## src/rtl/carfield_mbox_unit.sv

```systemverilog
`default_nettype none
// ============================================================================
// Module   : carfield_mbox_unit
// Brief    : Two-sided mailbox with one 32-bit FIFO per direction and
//            per-side IRQ_EN / IRQ_STAT registers. Define
//            CARFIELD_MBOX_OVF_IRQ_EN to enable the tx_overflow sticky bit.
// Revision : 1.0 - initial release
// ============================================================================
module carfield_mbox_unit #(
    parameter int Depth = 4
) (
    input  logic        clk_i,
    input  logic        rst_ni,

    input  logic        reg_a_valid_i,
    input  logic        reg_a_write_i,
    input  logic [11:0] reg_a_addr_i,
    input  logic [31:0] reg_a_wdata_i,
    input  logic [3:0]  reg_a_wstrb_i,
    output logic        reg_a_ready_o,
    output logic [31:0] reg_a_rdata_o,
    output logic        reg_a_error_o,

    input  logic        reg_b_valid_i,
    input  logic        reg_b_write_i,
    input  logic [11:0] reg_b_addr_i,
    input  logic [31:0] reg_b_wdata_i,
    input  logic [3:0]  reg_b_wstrb_i,
    output logic        reg_b_ready_o,
    output logic [31:0] reg_b_rdata_o,
    output logic        reg_b_error_o,

    output logic        irq_a_o,
    output logic        irq_b_o
);

    localparam int c_PtrW = $clog2(Depth);
    localparam int c_CntW = c_PtrW + 1;
    localparam logic [c_CntW-1:0] c_CntFull = c_CntW'(Depth);

`ifdef CARFIELD_MBOX_OVF_IRQ_EN
    localparam logic [1:0] c_IrqMask = 2'b11;
`else
    localparam logic [1:0] c_IrqMask = 2'b01;
`endif

    localparam logic [11:0] c_OffTx   = 12'h000;
    localparam logic [11:0] c_OffRx   = 12'h004;
    localparam logic [11:0] c_OffStat = 12'h008;
    localparam logic [11:0] c_OffEn   = 12'h00C;
    localparam logic [11:0] c_OffIrq  = 12'h010;

    // Side 0 = A (host), side 1 = B (security island); FIFO n is written by side n.
    logic [1:0]  w_valid;
    logic [1:0]  w_write;
    logic [11:0] w_addr  [2];
    logic [31:0] w_wdata [2];
    logic [3:0]  w_wstrb [2];

    assign w_valid    = {reg_b_valid_i, reg_a_valid_i};
    assign w_write    = {reg_b_write_i, reg_a_write_i};
    assign w_addr[0]  = reg_a_addr_i;
    assign w_addr[1]  = reg_b_addr_i;
    assign w_wdata[0] = reg_a_wdata_i;
    assign w_wdata[1] = reg_b_wdata_i;
    assign w_wstrb[0] = reg_a_wstrb_i;
    assign w_wstrb[1] = reg_b_wstrb_i;

    logic [1:0]        w_sidePush;
    logic [1:0]        w_sidePop;
    logic [1:0]        w_sideError;
    logic [1:0]        w_sideIrq;
    logic [31:0]       w_sideRdata [2];
    logic [c_CntW-1:0] w_count     [2];
    logic [31:0]       w_head      [2];
    logic [1:0]        w_empty;
    logic [1:0]        w_full;

    genvar f, s;
    generate
        for (f = 0; f < 2; f++) begin : g_fifo
            localparam bit c_Rd = (f == 0);

            logic [31:0]       r_mem [Depth];
            logic [c_PtrW-1:0] r_wrPtr;
            logic [c_PtrW-1:0] r_rdPtr;
            logic [c_CntW-1:0] r_count;

            always_ff @(posedge clk_i or negedge rst_ni) begin
                if (!rst_ni) begin
                    r_wrPtr <= '0;
                    r_rdPtr <= '0;
                    r_count <= '0;
                end else begin
                    if (w_sidePush[f]) r_wrPtr <= r_wrPtr + 1'b1;
                    if (w_sidePop[c_Rd]) r_rdPtr <= r_rdPtr + 1'b1;
                    if (w_sidePush[f] && !w_sidePop[c_Rd]) begin
                        r_count <= r_count + 1'b1;
                    end else if (!w_sidePush[f] && w_sidePop[c_Rd]) begin
                        r_count <= r_count - 1'b1;
                    end
                end
            end

            // Storage is deliberately unreset; the count alone defines validity.
            always_ff @(posedge clk_i) begin
                if (w_sidePush[f]) r_mem[r_wrPtr] <= w_wdata[f];
            end

            assign w_count[f] = r_count;
            assign w_empty[f] = (r_count == '0);
            assign w_full[f]  = (r_count == c_CntFull);
            assign w_head[f]  = r_mem[r_rdPtr];
        end

        for (s = 0; s < 2; s++) begin : g_side
            localparam bit c_Rx = (s == 0);

            logic [31:0] w_rdata;
            logic [31:0] w_status;
            logic        w_error;
            logic        w_push;
            logic        w_pop;
            logic        w_enWr;
            logic        w_ovf;
            logic [1:0]  w_w1c;
            logic [1:0]  w_set;
            logic [1:0]  r_irqEn;
            logic [1:0]  r_irqStat;
            logic        r_irq;

            assign w_status = {16'h0000, {(8 - c_CntW){1'b0}}, w_count[c_Rx], 4'h0,
                               w_full[s], w_empty[s], w_full[c_Rx], w_empty[c_Rx]};

            always_comb begin
                w_rdata = 32'h0;
                w_error = 1'b0;
                w_push  = 1'b0;
                w_pop   = 1'b0;
                w_enWr  = 1'b0;
                w_ovf   = 1'b0;
                w_w1c   = 2'b00;
                if (w_valid[s]) begin
                    case (w_addr[s])
                        c_OffTx: begin
                            if (!w_write[s] || (w_wstrb[s] != 4'hF)) begin
                                w_error = 1'b1;
                            end else if (w_full[s]) begin
                                w_error = 1'b1;
                                w_ovf   = 1'b1;
                            end else begin
                                w_push = 1'b1;
                            end
                        end
                        c_OffRx: begin
                            if (w_write[s] || w_empty[c_Rx]) begin
                                w_error = 1'b1;
                            end else begin
                                w_pop   = 1'b1;
                                w_rdata = w_head[c_Rx];
                            end
                        end
                        c_OffStat: begin
                            if (w_write[s]) w_error = 1'b1;
                            else            w_rdata = w_status;
                        end
                        c_OffEn: begin
                            if (w_write[s]) w_enWr  = 1'b1;
                            else            w_rdata = {30'h0, r_irqEn};
                        end
                        c_OffIrq: begin
                            if (w_write[s]) w_w1c   = w_wdata[s][1:0];
                            else            w_rdata = {30'h0, r_irqStat};
                        end
                        default: w_error = 1'b1;
                    endcase
                end
            end

            // rx_pending follows the peer's accepted push into our RX FIFO.
            assign w_set = {w_ovf, w_sidePush[c_Rx]};

            always_ff @(posedge clk_i or negedge rst_ni) begin
                if (!rst_ni) begin
                    r_irqEn   <= 2'b00;
                    r_irqStat <= 2'b00;
                    r_irq     <= 1'b0;
                end else begin
                    if (w_enWr) r_irqEn <= w_wdata[s][1:0] & c_IrqMask;
                    r_irqStat <= ((r_irqStat & ~w_w1c) | w_set) & c_IrqMask;
                    r_irq     <= |(r_irqEn & r_irqStat);
                end
            end

            assign w_sidePush[s]  = w_push;
            assign w_sidePop[s]   = w_pop;
            assign w_sideError[s] = w_error;
            assign w_sideRdata[s] = w_rdata;
            assign w_sideIrq[s]   = r_irq;
        end
    endgenerate

    assign reg_a_ready_o = reg_a_valid_i;
    assign reg_b_ready_o = reg_b_valid_i;
    assign reg_a_rdata_o = w_sideRdata[0];
    assign reg_b_rdata_o = w_sideRdata[1];
    assign reg_a_error_o = w_sideError[0];
    assign reg_b_error_o = w_sideError[1];
    assign irq_a_o       = w_sideIrq[0];
    assign irq_b_o       = w_sideIrq[1];

endmodule
`default_nettype wire

```

## config.mk

```make
export PLATFORM = sky130hd
export DESIGN_NAME = carfield_mbox_unit
export DESIGN_NICKNAME = d
export VERILOG_FILES = /design/src/rtl/carfield_mbox_unit.sv
export SDC_FILE = /design/constraint.sdc
export NUM_CORES = 1
export LEC_CHECK = 0
export CAP_MARGIN = 20
export CORE_UTILIZATION = 25
export DETAILED_ROUTE_END_ITERATION = 8
export DONT_BUFFER_PORTS = 1
export HOLD_SLACK_MARGIN = 0.03
export SLEW_MARGIN = 30
export SYNTH_ARGS = -nofsm -noshare
export SYNTH_HDL_FRONTEND = slang
export SYNTH_SLANG_ARGS = --single-unit
```

## constraint.sdc

```tcl
create_clock -name clk_i -period 2.69 [get_ports clk_i]
set_input_delay 0.538 -clock clk_i [delete_from_list [all_inputs] [get_ports clk_i]]
set_output_delay 0.538 -clock clk_i [all_outputs]
set_load 0.1 [all_outputs]
```

---- Yosys cells after proc, flatten, opt, wreduce, memory -nomap -nowiden ----
Memory sizes are Yosys's and may differ from the RTL's.
Cells that the tools add are included.
storage, ports and cells
  memory bits (writable) .................. 256
  flip-flop bits (word level) ............. 20
  word-level logic and storage cells ...... 122
  bits of input ports ..................... 102
  memories ................................ 2
operators by class
  equal/unequal tests ..................... 12
  add/subtract/negate cells ............... 8
  mux-type cells .......................... 56
  reductions and logical operators ........ 24
  bitwise logic cells ..................... 8
memories
  memory           depth  bits a word  read ports  clocked after Yosys merged registers in  wr ports  line  RTL
  g_fifo[0].r_mem  4      32           1           0                                        1         84    logic [31:0] r_mem [Depth];
  g_fifo[1].r_mem  4      32           1           0                                        1         84
operator list
  kind                 number
  $pmux 32 s4          2
  $mux 32              4
  $eq 12x4->1 const B  4
  $mux 1               42
  $eq 12x3->1 const B  2
  $eq 12x5->1 const B  2
  $logic_not 12->1     2
  $mux 11              2
  $mux 3               4
  $add 2x1->2 const B  4
  $ne 4x4->1 const B   2
  $pmux 1 s4           2
  $reduce_or 2->1      4
  $add 3x1->3 const B  2
  $eq 3x3->1 const B   2
  $logic_not 1->1      6
  $logic_not 3->1      2
  $sub 3x1->3 const B  2
  $and 1x1->1          4
  $logic_and 1x1->1    4
  $logic_or 1x1->1     4
  $reduce_bool 2->1    2
  $not 1->1            2
  $or 1x1->1           2

---- Logic depth before layout (Yosys ltp) ----
Gate-level depths: netlist of the first run.
  word-level depth ........................ 9
  depth in mapped cells ................... 11
  mapped depth without buffers ............ 10

---- Least setup slack after synthesis of the first run ----
No wires, ideal clock.
  kind .................................... in2out
  start ................................... input reg_a_addr_i[1]
  end ..................................... output reg_a_rdata_o[2]
  slack ................................... -1.749 ns
  required time ........................... 2.152 ns
  stages .................................. 4
  arrival time ............................ 3.901 ns
  cells stage by stage .................... or4_4 > or3_1 > buf_2 > o32ai_1
on the way
  word-level cells in the longest chain between the ends .. 3
ends and longest elaborated chain
  element                                    line  RTL
  start, declared                            17    input logic [11:0] reg_a_addr_i,
  $eq 12x5->1, or another cell as far along  144   case (w_addr[s])
  $pmux 32 s4 *                              144
  $mux 32 *                                  143   if (w_valid[s]) begin
  end, declared                              21    output logic [31:0] reg_a_rdata_o,
Mark *: on every way between the ends. The rest lies on a longest branch, timed or not.

---- Worst setup path after layout of the first run ----
  start ................................... register g_fifo[0].r_count[2]
  end ..................................... output reg_b_rdata_o[1]
on the way
  word-level cells in the longest chain between the ends .. 5
ends and longest elaborated chain
  element                 line  RTL
  start, declared         87    logic [c_CntW-1:0] r_count;
  start signal, assigned  98    r_count <= r_count + 1'b1;
  start signal, assigned  100   r_count <= r_count - 1'b1;
  $logic_not 3->1         111   assign w_empty[f] = (r_count == '0);
  $logic_or 1x1->1        156   if (w_write[s] || w_empty[c_Rx]) begin
  $mux 32                 156
  $pmux 32 s4 *           144
  $mux 32 *               143
  end, declared           30    output logic [31:0] reg_b_rdata_o,
Marked as above.

==> metrics.yaml, run 1 <==
min_path_type: "primary input to flop"
grt_pass1_vias: 6150
whs_ns: 0.06087
ir_drop_v: 0.0004592
finalCriticalPeriod_ns: 2.874
gr-total-overflow: 0
post_dp_cell_area_sq_um: 14130
wl_met3_um: 1612
final_hold_viol_count: 0
synth_top_area_cell: "edfxtp_1"
maxCapViolCount: 0
clock_path_buffers: 3
drv_slew: 0
cp-start-kind: "flop"
yosys_most_used_dff: "edfxtp_1"
grt_antenna_before_repair: 1
path_cells: "or3_4 > and3_4 > and3_4 > buf_12 > a32o_4 > buf_12"
violations: "negative setup slack"
die_h_um: 213.7
cts_buffers: 29
clock_sinks: 276
syn_nets: 688
start_util_pct: 25.35
critPathRequiredTime_ns: 2.15
io_buffers: 0
fin_crit_sh_pct: 106.8
tns_ns: -5.121
end_kind: "primary output"
yosysWarnings: 0
leakage_nw: 5.282
synth_area_sq_um: 11210
power.total_mw: 8.527
clock_latency_ns: 0.56
grt_max_degree: 27
p_per_area_nw_per_um2: 539.6
first_pass_iters: 5
fin_nets: 849
setup_viol: 46
slew_headroom_pct: 40.98
grt_pass1_wl_um: 39940
fp-row-count: 77
clkTransAtPathRegs_ns: 0.06
drc: 0
cp_num_buf_inv: 2
placed_cells: 1261
wl_met1_um: 11640
synth_edf_count: 256
wl_met2_um: 13930
synth_cells: 574
dr.max_layer_used: "met5"
dp.final_hpwl_um: 18000
stdcell_count: 1350
yosysSeqAreaShare_pct: 73.05
syn_avg_cell_area_sq_um: 19.53
core_area_sq_um: 44220
ys_ff_latch: 276
async_flop_share_pct: 7.246
rsz0062_at_grt: "true"
finalInstanceArea_sq_um: 15800
nFillCells: 4031
wl_um: 27770
tightestPinTransition_ns: 0.8859
crit_type: "flop to primary output"
tritoncts: "done"
die_area_sq_um: 45680
drt-initial-drc-count: 261
area_growth_pct: 40.98
via_per_inst: 4.348
cp_max_fo: 7
critPathSlowestCell: "or3_4"
ant_nets: 0
crit_family: "simple AND/OR/NAND/NOR gates"
crit_path_max_incr_delay_ns: 0.40
vias: 5870
status: "complete, but fails checks"
diodes: 0
cts-htree-levels: 1
synth.area.top_cells: "edfxtp_1 69%, mux4_2 13%, dfrtp_1 4.5%"
fmax_mhz: 348.0
wl_per_cell_um: 20.57
track_usage_pct: 11.96
ys_types: 50
netlist.area_leader.share_pct: 68.59
gp_congestion: 0.7525
fin_ws_ns: -0.1836
drive_gt1_share_pct: 48.94
arrival_ns: 2.34
root_buffer: "clkbuf_16"
dieWidth_um: 213.7
fin_skew_ns: 0.02219
design.portCount: 172
[per-stage QoR]
step                      setup WS, ns  util [%]
final                          -0.1836     35.73
after global routing           -0.2508     35.73
after CTS                      -0.1991     35.29
after detailed placement       -0.1399     31.95
after global placement         -0.1558     31.95
after floorplan                -0.3650         -
[state kept, by name (all words and copies together) (netlist names)]
signal,count
g_fifo.r_count,6
g_fifo.r_mem,256
g_fifo.r_rdPtr,4
g_fifo.r_wrPtr,4
g_side.r_irqEn,2
g_side.r_irqStat,2
irq_a_o,1
irq_b_o,1
[final cells by class]
type	count	area [sq um]	share of cell area [%]
clock buffer	39	773.2	4.894
clock inverter	15	115.1	0.7285
inverter	14	52.55	0.3326
multi-input combinational	252	3331	21.08
sequential	276	8193	51.85
tap	592	740.7	4.688
timing repair buffer	162	2596	16.43
[cells in the final DEF, fill, tap and decap left out, types with 3 or more instances in the layout]
master / Yosys / final
mux2_2: 4 / 4
and3_4: 0 / 27
a32o_4: 0 / 3
nand2_1: 9 / 9
and2_4: 0 / 25
nand3_1: 7 / 6
buf_16: 0 / 4
and2_1: 36 / 3
xor2_1: 4 / 4
buf_12: 0 / 95
and2_2: 0 / 8
nor2_1: 8 / 7
or3_4: 0 / 3
nor2b_1: 6 / 5
ha_1: 10 / 9
inv_1: 14 / 9
and3_1: 32 / 5
nand2b_1: 4 / 4
dfrtp_1: 20 / 18
buf_6: 0 / 11
nand4_1: 3 / 3
mux4_2: 64 / 64
edfxtp_1: 256 / 256
a32o_2: 0 / 3
xnor2_1: 10 / 10
clkinv_1: 0 / 6
o2bb2ai_4: 0 / 5
inv_6: 0 / 3
inv_2: 0 / 5
clkbuf_1: 18 / 9
clkbuf_16: 0 / 32
buf_4: 3 / 46
[cells in the mapped netlist (2+ instances only)]
library cell	instances
xnor2_1	10
nand4_1	3
a32o_1	6
buf_1	4
xor2_1	4
nor4_1	2
inv_1	14
edfxtp_1	256
or3_1	5
nand2_1	9
buf_4	3
and2_1	36
dfrtp_1	20
mux2_2	4
a221oi_1	2
mux4_2	64
and3_1	32
nor2_1	8
ha_1	10
or2_2	2
o2bb2ai_1	5
nor3b_1	2
nor3_1	5
buf_2	7
fa_1	2
mux2_1	2
nand3_1	7
clkbuf_1	18
nand2b_1	4
nor2b_1	6
nand4bb_1	2
and4b_1	2
[power by group]
part | internal, mW | leakage, nW | total [mW] | switching [mW]
Combinational | 0.0363 | 2.29 | 0.0895 | 0.0532
Sequential | 4.69 | 2.57 | 4.69 | 0.000102
Clock | 2.12 | 0.426 | 3.75 | 1.63
[cell families (layout without fill, tap and decap cells)]
family,count (synthesis),after routing,share of synthesized area (%)
buf+inv,46,230,1.719
fa+ha+maj,12,12,1.474
xor+xnor,14,14,1.094
simple gates,134,134,7.513
flops,276,276,73.05
compound gates,22,22,1.686
mux,70,70,13.46
[worst paths after layout]
path | from | endpoint | slack, ns | cells after the start
min | reg_a_wdata_i[14] | g_fifo[0].r_mem[0][14]$_DFFE_PP_ | 0.06 | 0
min reg2reg | g_side[0].r_irqEn[0]$_DFFE_PN0P_ | g_side[0].r_irqEn[0]$_DFFE_PN0P_ | 0.51 | 1
max reg2reg | g_fifo[0].r_count[2]$_DFFE_PN0P_ | g_fifo[0].r_count[2]$_DFFE_PN0P_ | 0.21 | 10
max in group asynchronous | rst_ni | g_fifo[1].r_rdPtr[0]$_DFFE_PN0P_ | 2.05 | 2
min in group asynchronous | rst_ni | g_fifo[0].r_rdPtr[0]$_DFFE_PN0P_ | 0.47 | 2
max | g_fifo[0].r_count[2]$_DFFE_PN0P_ | reg_b_rdata_o[1] | -0.18 | 6
[layer usage]
layer / up-vias / GRT usage (%)
li1: 2645 / -
met1: 3059 / 15.33
met2: 123 / 19.83
met3: 41 / 2.988
met4: 2 / 3.818
met5: - / 0
[timing repair]
item | in CTS | in global routing
endpoints found under the setup margin | 147 | 66
endpoints found under the hold margin | 20 | 0
cloned | 7 | 4
hold buffers | 2 | 0
setup buffers | 12 | 15
pin swaps | 24 | 27
resized for setup | 81 | 25
Note: power is estimated with default switching activity, not from simulation.
==> run 2: changes to the inputs <==
PLACE_DENSITY = 0.46   (was unset)
SKIP_CTS_REPAIR_TIMING = 1   (was unset)
==> run 2 against run 1 <==
  * The run still ends with negative setup slack left
  * Register-to-register slack is essentially flat
  * Final cell count fell by 1.6%
  * Combinational power is 2% lower
  * First-iteration DRC count is 9.2% higher
  * Setup slack gained 0.013 ns
  * Critical path type unchanged
  * Largest power group unchanged
==> metrics.yaml, run 2 (same netlist as run 1, synthesis figures left out) <==
status: "complete, but fails checks"  # unchanged
violations: "negative setup slack"  # unchanged
design.portCount: 172  # unchanged
drc: 0  # unchanged
core_area_sq_um: 44220  # unchanged
clkTransAtPathRegs_ns: 0.06  # about the same
grt_max_degree: 34  # was 27
fin_skew_ns: 0.01193  # was 0.02219 ns
dp.final_hpwl_um: 16880  # was 18000 um
grt_antenna_before_repair: 0  # was 1
crit_path_max_incr_delay_ns: 0.40  # about the same
layout_common_cells: "256 x edfxtp_1, 83 x buf_12, 64 x mux4_2"  # was 256 x edfxtp_1, 95 x buf_12, 64 x mux4_2
leakage_nw: 5.147  # was 5.282 nW
slew_headroom_pct: 41.94  # was 40.98%
power.total_mw: 8.834  # was 8.527 mW
nFillCells: 4085  # was 4031
dieWidth_um: 213.7  # unchanged
tightestPinTransition_ns: 0.8715  # was 0.8859 ns
fin_ws_ns: -0.1705  # was -0.1836 ns
tns_ns: -5.354  # was -5.121 ns
critPathLaunch: "g_fifo[0].r_count[0]$_DFFE_PN0P_"  # was g_fifo[0].r_count[2]$_DFFE_PN0P_
final_common_cell: "edfxtp_1"  # unchanged
end_kind: "primary output"  # unchanged
cts-htree-levels: 1  # unchanged
track_usage_pct: 11.17  # was 11.96%
critPathSlowestCell: "or3_4"  # unchanged
die_area_sq_um: 45680  # unchanged
diodes: 0  # unchanged
drive_gt1_share_pct: 48.30  # was 48.94%
reg.largest.list: "g_fifo.r_mem: 256 flops, g_fifo.r_count: 6 flops"  # unchanged
final_hold_viol_count: 0  # unchanged
wl_um: 27130  # was 27770 um
arrival_ns: 2.32  # was 2.34 ns
rsz0062_at_grt: "true"  # unchanged
fin_crit_sh_pct: 106.3  # was 106.8%
clock_path_buffers: 3  # unchanged
cts_buffers: 30  # was 29
cp_max_fo: 8  # was 7
top_register: "g_fifo.r_mem"  # unchanged
via_per_inst: 4.422  # was 4.348
io_buffers: 0  # unchanged
ir_drop_v: 0.0005229  # was 0.0004592 V
largest_reg_flops: 256  # unchanged
ant_nets: 0  # unchanged
tritoncts: "done"  # unchanged
grt_pass1_wl_um: 37970  # was 39940 um
critPathRequiredTime_ns: 2.15  # about the same
min_path_type: "primary input to flop"  # unchanged
first_pass_iters: 4  # was 5
root_buffer: "clkbuf_16"  # unchanged
crit_type: "flop to primary output"  # unchanged
clock_latency_ns: 0.56  # about the same
multi_input_area_sq_um: 3334  # was 3331 sq um
finalCriticalPeriod_ns: 2.861  # was 2.874 ns
area_growth_pct: 38.55  # was 40.98%
gp_congestion: 0.8255  # was 0.7525
path_cells: "or3_4 > and3_4 > and3_4 > buf_12 > a32o_4 > buf_12"  # unchanged
cp-start-kind: "flop"  # unchanged
drt-initial-drc-count: 285  # was 261
die_h_um: 213.7  # unchanged
min-delay-start: "reg_a_wdata_i[14]"  # unchanged
grt_pass1_vias: 6345  # was 6150
fmax_mhz: 349.6  # was 348.0 MHz
fin_nets: 827  # was 849
setup_viol: 65  # was 46
p_per_area_nw_per_um2: 568.9  # was 539.6 nW/um^2
vias: 5877  # was 5870
drv_slew: 0  # unchanged
fp-row-count: 77  # unchanged
wl_per_cell_um: 20.41  # was 20.57 um
maxCapViolCount: 0  # unchanged
gr-total-overflow: 0  # unchanged
seq_area_sq_um: 8200  # was 8193 sq um
clock_sinks: 276  # unchanged
start_util_pct: 25.35  # unchanged
rr_startpoint: "g_fifo[0].r_count[0]$_DFFE_PN0P_"  # was g_fifo[0].r_count[2]$_DFFE_PN0P_
==> run 2: where the power goes <==
group / total [mW] / internal, mW / switching (mW)
registers: 4.69 / 4.69 / 0.000138
clock network: 4.06 / 2.39 / 1.67
logic: 0.0878 / 0.0374 / 0.0504
==> run 2: worst max-delay path, delay by kind of cell, from the launching register on <==
kind                   cells  cell delay, ns
flip-flops                 1            0.38
buffers and inverters      2            0.33
AO/OA/AOI/OAI              1            0.29
AND/OR/NAND/NOR            3            0.76
==> run 2: through the flow <==
step | util, % | cell area (sq um) | hold WS (ns) | std cells | setup WS (ns)
floorplan | - | 11500 | 0.2424 | 574 | -0.3650
global placement | 31.54 | 13950 | 0.2434 | 1247 | -0.1408
detailed placement | 31.54 | 13950 | 0.2435 | 1247 | -0.2038
CTS | 33.78 | 14940 | -0.3687 | 1303 | -0.3280
global route | 35.12 | 15530 | 0.03607 | 1329 | -0.2562
finish | 35.12 | 15530 | 0.06927 | 1329 | -0.1705
==> run 2: path summary, 6_finish.rpt <==
path / end / slack [ns] / cells after the start
worst max-delay path: reg_b_rdata_o[10] / -0.17 / 6
worst min-delay path: g_fifo[0].r_mem[2][14]$_DFFE_PP_ / 0.07 / 0
worst max register to register: g_fifo[0].r_count[1]$_DFFE_PN0P_ / 0.22 / 8
worst min register to register: irq_b_o$_DFF_PN0_ / 0.52 / 1
max in group asynchronous: g_fifo[0].r_rdPtr[0]$_DFFE_PN0P_ / 2.13 / 2
min in group asynchronous: g_side[1].r_irqStat[0]$_DFF_PN0_ / 0.41 / 2
==> run 2: cell type report <==
class,instances,share of cell area (%)
timing repair buffer,139,14.23
tap,592,4.770
clock buffer,34,5.068
multi-input combinational,252,21.47
inverter,14,0.3384
sequential,276,52.81
clock inverter,22,1.313
==> run 2: per-layer routing <==
metal,global-route usage (%),routed length [um],up-vias
met1,12.72,10450,3067
li1,-,-,2602
met4,3.005,593,0
met3,4.482,2287,35
met2,19.32,13790,173
met5,0,0,-
==> run 3: changes to the inputs <==
PLACE_DENSITY = unset   (was 0.46)
==> run 3 against run 2 <==
  * The run still ends with negative setup slack left
  * Final cell count increased by 1.8%
  * Design area rose by 1.9%
  * Sequential share of layout area is 1.0 points lower
  * Critical path depth unchanged
  * Largest power group unchanged
==> metrics.yaml, run 3 (same netlist as run 1, synthesis figures left out) <==
diodes: 0  # unchanged
dieWidth_um: 213.7  # unchanged
reg2regPathDepth: 10  # was 8
design.portCount: 172  # unchanged
min_path_type: "primary input to flop"  # unchanged
fin_crit_sh_pct: 106.3  # about the same
rr_startpoint: "g_fifo[0].r_count[1]$_DFFE_PN0P_"  # was g_fifo[0].r_count[0]$_DFFE_PN0P_
slew_headroom_pct: 40.98  # was 41.94%
grt_max_degree: 27  # was 34
finalInstanceArea_sq_um: 15830  # was 15530 sq um
die_h_um: 213.7  # unchanged
critPathSlowestCell: "or3_4"  # unchanged
wl_um: 28000  # was 27130 um
cp_max_fo: 7  # was 8
crit_family: "simple AND/OR/NAND/NOR gates"  # unchanged
min-delay-start: "reg_a_wdata_i[14]"  # unchanged
stdcell_count: 1353  # was 1329
post_dp_cell_area_sq_um: 14130  # was 13950 sq um
area_growth_pct: 41.24  # was 38.55%
grt_pass1_vias: 6037  # was 6345
grt_antenna_before_repair: 1  # was 0
wl_per_cell_um: 20.70  # was 20.41 um
r2r_end: "g_fifo[0].r_count[2]$_DFFE_PN0P_"  # was g_fifo[0].r_count[1]$_DFFE_PN0P_
largest_reg_flops: 256  # unchanged
io_buffers: 0  # unchanged
rsz0062_at_grt: "true"  # unchanged
arrival_ns: 2.32  # about the same
grt_pass1_wl_um: 38420  # was 37970 um
gp_congestion: 0.7525  # was 0.8255
whs_ns: 0.06354  # was 0.06927 ns
placed_cells: 1261  # was 1247
fin_nets: 852  # was 827
drc: 0  # unchanged
drive_gt1_share_pct: 48.62  # was 48.30%
cts-htree-levels: 1  # unchanged
final_core_util_pct: 35.80  # was 35.12%
vias: 5933  # was 5877
track_usage_pct: 11.38  # was 11.17%
nFillCells: 4035  # was 4085
leakage_nw: 5.306  # was 5.147 nW
violations: "negative setup slack"  # unchanged
power.total_mw: 8.523  # was 8.834 mW
clock_sinks: 276  # unchanged
dp.final_hpwl_um: 18000  # was 16880 um
finalCriticalPeriod_ns: 2.858  # was 2.861 ns
drt-initial-drc-count: 275  # was 285
tns_ns: -2.988  # was -5.354 ns
die_area_sq_um: 45680  # unchanged
path_cells: "or3_4 > and3_4 > and3_4 > buf_12 > a32o_4 > buf_12"  # unchanged
place_ws_ns: -0.1399  # was -0.2038 ns
tritoncts: "done"  # unchanged
final_common_cell: "edfxtp_1"  # unchanged
clock_path_buffers: 3  # unchanged
r2r_slack_ns: 0.25  # was 0.22 ns
clkTransAtPathRegs_ns: 0.06  # about the same
multi_input_area_sq_um: 3341  # was 3334 sq um
min_to: "g_fifo[0].r_mem[0][14]$_DFFE_PP_"  # was g_fifo[0].r_mem[2][14]$_DFFE_PP_
setup_viol: 47  # was 65
drv_slew: 0  # unchanged
clock_latency_ns: 0.56  # about the same
fin_ws_ns: -0.1682  # was -0.1705 ns
fin_skew_ns: 0.01741  # was 0.01193 ns
via_per_inst: 4.385  # was 4.422
fmax_mhz: 349.9  # was 349.6 MHz
top_register: "g_fifo.r_mem"  # unchanged
reg.largest.list: "g_fifo.r_mem: 256 flops, g_fifo.r_count: 6 flops"  # unchanged
seq_area_sq_um: 8194  # was 8200 sq um
root_buffer: "clkbuf_16"  # unchanged
cp_num_buf_inv: 2  # unchanged
cp-start-kind: "flop"  # unchanged
cts_buffers: 29  # was 30
core_area_sq_um: 44220  # unchanged
tightestPinTransition_ns: 0.8858  # was 0.8715 ns
fp-row-count: 77  # unchanged
ir_drop_v: 0.0004524  # was 0.0005229 V
whs_path_depth: 0  # unchanged
layout_common_cells: "256 x edfxtp_1, 92 x buf_12, 64 x mux4_2"  # was 256 x edfxtp_1, 83 x buf_12, 64 x mux4_2
start_util_pct: 25.35  # unchanged
critPathRequiredTime_ns: 2.15  # about the same
first_pass_iters: 4  # unchanged
ant_nets: 0  # unchanged
p_per_area_nw_per_um2: 538.4  # was 568.9 nW/um^2
maxCapViolCount: 0  # unchanged
crit_path_max_incr_delay_ns: 0.40  # about the same
end_kind: "primary output"  # unchanged
gr-total-overflow: 0  # unchanged
status: "complete, but fails checks"  # unchanged
crit_type: "flop to primary output"  # unchanged
final_hold_viol_count: 0  # unchanged
run 3: power breakdown:
part | total (mW) | switching, mW | internal [mW]
sequential | 4.69 | 0.000105 | 4.69
combinational | 0.0905 | 0.0538 | 0.0367
clock | 3.74 | 1.62 | 2.12
total | 8.52 | 1.68 | 6.85
run 3: per-layer routing:
metal	share of wire, %	track usage, %	wire length, um
met5	0.046	0	13
met4	1.9	3.621	523
met3	5.7	2.988	1583
met2	50	19.14	14100
met1	42	14.24	11780
run 3: layout make-up:
type                            instances  share of cell area [%]
Sequential cell                       276                   51.76
Multi-Input combinational cell        252                   21.10
Timing Repair Buffer                  165                   16.51
Clock buffer                           39                   4.885
Tap cell                              592                   4.679
Clock inverter                         15                  0.7272
Inverter                               14                  0.3320
run 3: worst max path at each step:
stage	to	startpoint	cells after the start	slack [ns]
3_3_place_gp	g_fifo[0].r_count[1]$_DFFE_PN0P_	g_fifo[0].r_count[0]$_DFFE_PN0P_	8	-0.16
2_1_floorplan	reg_a_rdata_o[0]	reg_a_addr_i[1]	6	-0.36
6_report	reg_b_rdata_o[1]	g_fifo[0].r_count[1]$_DFFE_PN0P_	6	-0.17
3_5_place_dp	reg_a_rdata_o[0]	reg_a_addr_i[1]	6	-0.14
4_1_cts	reg_a_error_o	g_fifo[0].r_count[0]$_DFFE_PN0P_	6	-0.48
5_1_grt	reg_b_rdata_o[1]	g_fifo[0].r_count[2]$_DFFE_PN0P_	6	-0.24
